===== config.mk =====
export PLATFORM = sky130hd
export DESIGN_NAME = sync_fifo_param
export DESIGN_NICKNAME = d
export VERILOG_FILES = /design/src/rtl/sync_fifo_param.sv
export SDC_FILE = /design/constraint.sdc
export NUM_CORES = 1
export LEC_CHECK = 0
export ABC_AREA = 1
export BUFFER_PORTS_ARGS = -buffer_cell sky130_fd_sc_hd__buf_2
export CORE_AREA = 5 5 153 82
export CTS_BUF_LIST = sky130_fd_sc_hd__clkbuf_8
export CTS_CLUSTER_DIAMETER = 100
export DETAILED_ROUTE_END_ITERATION = 10
export DIE_AREA = 0 0 158 87
export PLACE_DENSITY = 0.79
export RECOVER_POWER = 100
export SYNTH_ARGS = -nofsm -noshare
export SYNTH_HDL_FRONTEND = slang
export SYNTH_SLANG_ARGS = --single-unit

===== constraint.sdc =====
create_clock -name clk -period 5.1 [get_ports clk]
set_clock_uncertainty 0.2 [all_clocks]
set_input_delay 0.255 -clock clk [delete_from_list [all_inputs] [get_ports clk]]
set_output_delay 0.255 -clock clk [all_outputs]
set_load 0.05 [all_outputs]

===== src/rtl/sync_fifo_param.sv =====
`default_nettype none
// ============================================================================
// Module   : sync_fifo_param
// Purpose  : Parametrised single-clock FIFO with fill count, almost-full /
//            almost-empty thresholds, synchronous flush, sticky overflow /
//            underflow flags and a selectable registered or
//            first-word-fall-through (FWFT) read port.
// Ports    : clk, rst_n (async, active-low)
//            flush                         - synchronous clear of contents
//            wr_en, wr_data                - write request / word
//            full, almost_full             - decodes of the fill count
//            rd_en, rd_data, rd_valid      - read request / word / valid
//            empty, almost_empty           - decodes of the fill count
//            count                         - current fill level
//            overflow, underflow, clr_err  - sticky error flags and clear
// Revision : 1.0 - initial release
// ============================================================================
module sync_fifo_param #(
    parameter int DATA_WIDTH = 8,
    parameter int DEPTH      = 16,
    parameter int AF_THRESH  = DEPTH - 2,
    parameter int AE_THRESH  = 1,
    parameter int FWFT       = 0
) (
    input  logic                         clk,
    input  logic                         rst_n,
    input  logic                         flush,
    input  logic                         wr_en,
    input  logic [DATA_WIDTH-1:0]        wr_data,
    output logic                         full,
    output logic                         almost_full,
    input  logic                         rd_en,
    output logic [DATA_WIDTH-1:0]        rd_data,
    output logic                         rd_valid,
    output logic                         empty,
    output logic                         almost_empty,
    output logic [$clog2(DEPTH+1)-1:0]   count,
    output logic                         overflow,
    output logic                         underflow,
    input  logic                         clr_err
);

    localparam int c_cnt_w = $clog2(DEPTH + 1);
    localparam int c_ptr_w = (DEPTH > 1) ? $clog2(DEPTH) : 1;

    localparam logic [c_ptr_w-1:0] c_ptr_last = c_ptr_w'(DEPTH - 1);
    localparam logic [c_cnt_w-1:0] c_depth    = c_cnt_w'(DEPTH);
    localparam logic [c_cnt_w-1:0] c_af       = c_cnt_w'(AF_THRESH);
    localparam logic [c_cnt_w-1:0] c_ae       = c_cnt_w'(AE_THRESH);

    logic [DATA_WIDTH-1:0] mem_q [DEPTH];

    logic [c_ptr_w-1:0] wr_ptr_q, wr_ptr_d;
    logic [c_ptr_w-1:0] rd_ptr_q, rd_ptr_d;
    logic [c_cnt_w-1:0] count_q,  count_d;
    logic               overflow_q, overflow_d;
    logic               underflow_q, underflow_d;

    logic w_wr_acc;
    logic w_rd_acc;
    logic w_wr_err;
    logic w_rd_err;

    // Pointers wrap explicitly so DEPTH need not be a power of two.
    function automatic logic [c_ptr_w-1:0] ptr_inc(input logic [c_ptr_w-1:0] p);
        return (p == c_ptr_last) ? '0 : p + 1'b1;
    endfunction

    // Status flags decode the registered count only.
    assign full         = (count_q == c_depth);
    assign empty        = (count_q == '0);
    assign almost_full  = (count_q >= c_af);
    assign almost_empty = (count_q <= c_ae);
    assign count        = count_q;
    assign overflow     = overflow_q;
    assign underflow    = underflow_q;

    // Flush masks both ports and any error event in its cycle.
    assign w_wr_acc = wr_en && !full  && !flush;
    assign w_rd_acc = rd_en && !empty && !flush;
    assign w_wr_err = wr_en &&  full  && !flush;
    assign w_rd_err = rd_en &&  empty && !flush;

    always_comb begin
        wr_ptr_d    = wr_ptr_q;
        rd_ptr_d    = rd_ptr_q;
        count_d     = count_q;
        if (flush) begin
            wr_ptr_d = '0;
            rd_ptr_d = '0;
            count_d  = '0;
        end else begin
            if (w_wr_acc) begin
                wr_ptr_d = ptr_inc(wr_ptr_q);
            end
            if (w_rd_acc) begin
                rd_ptr_d = ptr_inc(rd_ptr_q);
            end
            case ({w_wr_acc, w_rd_acc})
                2'b10:   count_d = count_q + 1'b1;
                2'b01:   count_d = count_q - 1'b1;
                default: count_d = count_q;
            endcase
        end
        // A new error event wins over a coincident clear.
        overflow_d  = (overflow_q  && !clr_err) || w_wr_err;
        underflow_d = (underflow_q && !clr_err) || w_rd_err;
    end

    always_ff @(posedge clk or negedge rst_n) begin
        if (!rst_n) begin
            wr_ptr_q    <= '0;
            rd_ptr_q    <= '0;
            count_q     <= '0;
            overflow_q  <= 1'b0;
            underflow_q <= 1'b0;
        end else begin
            wr_ptr_q    <= wr_ptr_d;
            rd_ptr_q    <= rd_ptr_d;
            count_q     <= count_d;
            overflow_q  <= overflow_d;
            underflow_q <= underflow_d;
        end
    end

    // Storage is intentionally left out of reset.
    always_ff @(posedge clk) begin
        if (w_wr_acc) begin
            mem_q[wr_ptr_q] <= wr_data;
        end
    end

    generate
        if (FWFT != 0) begin : g_fwft
            // Head of queue is always presented; rd_en only pops it.
            assign rd_data  = mem_q[rd_ptr_q];
            assign rd_valid = !empty;
        end else begin : g_reg
            logic [DATA_WIDTH-1:0] rd_data_q, rd_data_d;
            logic                  rd_valid_q, rd_valid_d;

            always_comb begin
                rd_data_d  = rd_data_q;
                rd_valid_d = w_rd_acc;
                if (w_rd_acc) begin
                    rd_data_d = mem_q[rd_ptr_q];
                end
            end

            always_ff @(posedge clk or negedge rst_n) begin
                if (!rst_n) begin
                    rd_data_q  <= '0;
                    rd_valid_q <= 1'b0;
                end else begin
                    rd_data_q  <= rd_data_d;
                    rd_valid_q <= rd_valid_d;
                end
            end

            assign rd_data  = rd_data_q;
            assign rd_valid = rd_valid_q;
        end
    endgenerate

endmodule
`default_nettype wire


==> impl_metrics.py <==
metrics = {
    "finish": {
        "fill_cells": 863,
        "drive_gt1_share_pct": 6.426,
        "final_cell_mix": "234 x nand2_1, 128 x edfxtp_1, 115 x inv_1",
        "num_antenna_cells": 0,
        "finalNonFillerCells": 897,
        "layout_commonest_cell": "nand2_1",
        "finalNetCount": 758,
        "area_delta_synth_final_pct": 7.602,
    },
    "worst_setup_path": {
        "crit_required_ns": 5.29,
        "crit_type": "register to register",
        "cp.arrival_ns": 3.84,
        "critPathMaxFanout": 15,
        "worst_setup_path_start_kind": "register",
        "critPathCaptureType": "register",
    },
    "grt": {
        "grt_overflow_total": 0,
        "grt_pass1_vias": 4650,
        "grt_max_degree": 68,
        "grt_usage_pct": 27.00,
        "antenna_found_initial": 0,
        "grt_pass1_wl_um": 26960,
    },
    "timing": {
        "setup_viol": 0,
        "slew_headroom_pct": -39.87,
        "tns_ns": 0,
        "rsz0062_at_grt": "no",
        "min_period_ns": 3.658,
        "hold_viol_final": 0,
        "tightestPinTransition_ns": 2.098,
        "min_period_over_period_pct": 71.72,
        "slew_violations": 67,
        "fmax_mhz": 273.4,
    },
    "logic_synthesis": {
        "synth_xor_area_share_pct": 0.9993,
        "synth_top_family_by_area": "simple AND/OR/NAND/NOR gates",
        "syn-instance-count": 706,
        "synth.top_cell.area_share_pct": 54.82,
        "yosys.area_share.simple_pct": 23.36,
        "synth.distinct_cells": 33,
        "synth_seq_cells": 152,
        "avgSynthCellArea_um2": 9.932,
        "synth_area_leader_cell": "edfxtp_1",
        "synth_compound_area_share_pct": 1.463,
        "synthAdderAreaFrac_pct": 1.784,
        "synth_nets": 730,
        "netlist_top_cells_area": "edfxtp_1 55%, nand2_1 12%, dfrtp_1 8.6%",
        "synth_mux_area_share_pct": 0,
        "ys_warn_count": 0,
        "seq_area_frac_synth_pct": 63.38,
        "syn-cell-area_um2": 7012,
    },
    "min_path": {
        "hold_class": "primary input to register",
    },
    "clock_tree": {
        "htree_levels": 4,
        "holdBufCountCts": 3,
        "clk_latency_ns": 0.44,
        "cts_buffers": 17,
        "cts_tree": "yes",
        "cts_buffer_depth": 2,
        "cts.sinks": 152,
        "cts_root_buf": "clkbuf_8",
        "post_cts_buffers": 0,
        "clkTransAtPathRegs_ns": 0.09,
        "postCtsResizedCells": 0,
    },
    "pwr": {
        "pwr-share-comb_pct": 19.5,
        "power_w": 0.002984,
        "seqPwrFrac_pct": 48.1,
        "p_switching_w": 0.0009638,
        "peakVddDrop_mv": 0.2429,
        "power_density_nw_per_um2": 395.5,
        "clockPowerShare_pct": 32.4,
        "p_leak_nw": 3.303,
        "power_switching_share_pct": 32.30,
        "p_int_w": 0.002020,
    },
    "placed_design": {
        "placedCellCount": 862,
        "gp_congestion": 0.9415,
        "place_hpwl_um": 11700,
        "io_buffers": 33,
    },
    "routing": {
        "drtIter0Drc": 820,
        "drc": 0,
        "first_pass_iters": 8,
        "wl_met2_um": 7247,
        "wl_met1_um": 7676,
        "highest_layer": "met4",
        "wl_per_cell_um": 19.80,
        "antenna_left": 0,
        "wl_met3_um": 2577,
        "num_vias": 4984,
        "drt_wl_total_um": 17760,
        "via_per_inst": 5.556,
    },
    "status": {
        "outcome": "complete, but fails checks",
        "violations": "capacitance limit, slew limit",
    },
    "flow_run": {
        "cap_violations": 1,
    },
    "floorplan": {
        "rows": 28,
        "core_area_um2": 11250,
        "fp.dieArea_um2": 13750,
        "die_h_um": 87,
        "num_io_pins": 34,
        "initial_core_util_pct": 62.35,
        "die_w_um": 158,
    },
}
layer usage:
metal / vias to the layer above / global-route usage (%)
li1: 2312 / -
met1: 2281 / 41.01
met2: 354 / 37.43
met3: 37 / 9.826
met4: 0 / 6.192
met5: - / 0
critical path: stages (launching register included):
cell and delay [ns]:
dfrtp_1 0.44, inv_1 0.23, ha_1 0.22, nand3_1 0.12, nand2_1 0.46, clkinvlp_2 0.72
nand2_1 0.56, nand2_1 0.22, clkinvlp_2 0.25, nand2_1 0.09, nand2_1 0.09
Yosys cell counts, drive strengths merged:
library cell and count:
nand4 1, clkinv 2, ha 10, o21ai 11, a21oi 2, o211ai 1, nand2 237, clkbuf 3
xnor2 2, inv 118, edfxtp 128, nor3 1, nand3 107, nand3b 1, dfrtp 24, buf 26
xor2 6, o22ai 3, nor4 1, nor2 22
power groups by stage:
| stage | clock [W] | sequential, W | combinational, W |
|---|---|---|---|
| finish | 0.000967 | 0.00143 | 0.000582 |
| global route | 0.00102 | 0.00144 | 0.000624 |
| CTS | 0.000966 | 0.00143 | 0.000597 |
| detailed placement | 0 | 0.00146 | 0.000590 |
| global placement | 0 | 0.00145 | 0.000580 |
| floorplan | 0 | 0.00158 | 0.000298 |
cell type report:
class / instances / area [µm²] / area share (%)
Tap cell: 150 / 187.7 / 2.488
Inverter: 120 / 454.2 / 6.020
Clock inverter: 14 / 166.4 / 2.206
Multi-Input combinational cell: 405 / 1869 / 24.78
Sequential cell: 152 / 4446 / 58.92
Timing Repair Buffer: 38 / 173.9 / 2.305
Clock buffer: 18 / 247.7 / 3.284
logic make-up after synthesis:
family | count (synthesis)
and+or+nand+nor | 370
DFF | 152
buffers and inverters | 149
AOI/OAI and AO/OA | 17
adders and majority gates | 10
xor gates and xnor gates | 8
state kept, by name, indices dropped and copies added, names as in the netlist:
signal	cells
mem_q	128
rd_data	8
count	5
rd_ptr_q	4
wr_ptr_q	4
overflow	1
rd_valid	1
underflow	1
worst paths after layout:
| path | start | endpoint | slack (ns) | cells past startpoint |
|---|---|---|---|---|
| hold / removal | wr_en | overflow$_DFF_PN0_ | 0.04 | 5 |
| hold reg to reg | rd_data[1]$_DFFE_PN0P_ | rd_data[1]$_DFFE_PN0P_ | 0.30 | 2 |
| max in group asynchronous | rst_n | rd_ptr_q[0]$_DFFE_PN0P_ | 3.24 | 2 |
| setup / recovery | count[0]$_DFFE_PN0P_ | count[3]$_DFFE_PN0P_ | 1.44 | 10 |
| setup reg to reg | count[0]$_DFFE_PN0P_ | count[3]$_DFFE_PN0P_ | 1.44 | 10 |
| min in group asynchronous | rst_n | rd_data[5]$_DFFE_PN0P_ | 0.51 | 2 |
through the flow:
| stage | instance area (µm²) | util [%] | worst slack, ns | hold WS (ns) |
|---|---|---|---|---|
| floorplan | 7012 | - | 2.197 | -0.2406 |
| global placement | 7209 | 64.11 | 2.413 | 0.07570 |
| detailed placement | 7209 | 64.11 | 2.377 | 0.08622 |
| CTS | 7654 | 68.06 | 2.347 | 0.001577 |
| global route | 7545 | 67.09 | 1.187 | 0.05126 |
| finish | 7545 | 67.09 | 1.442 | 0.04200 |
(Power assumes the default switching activity.)
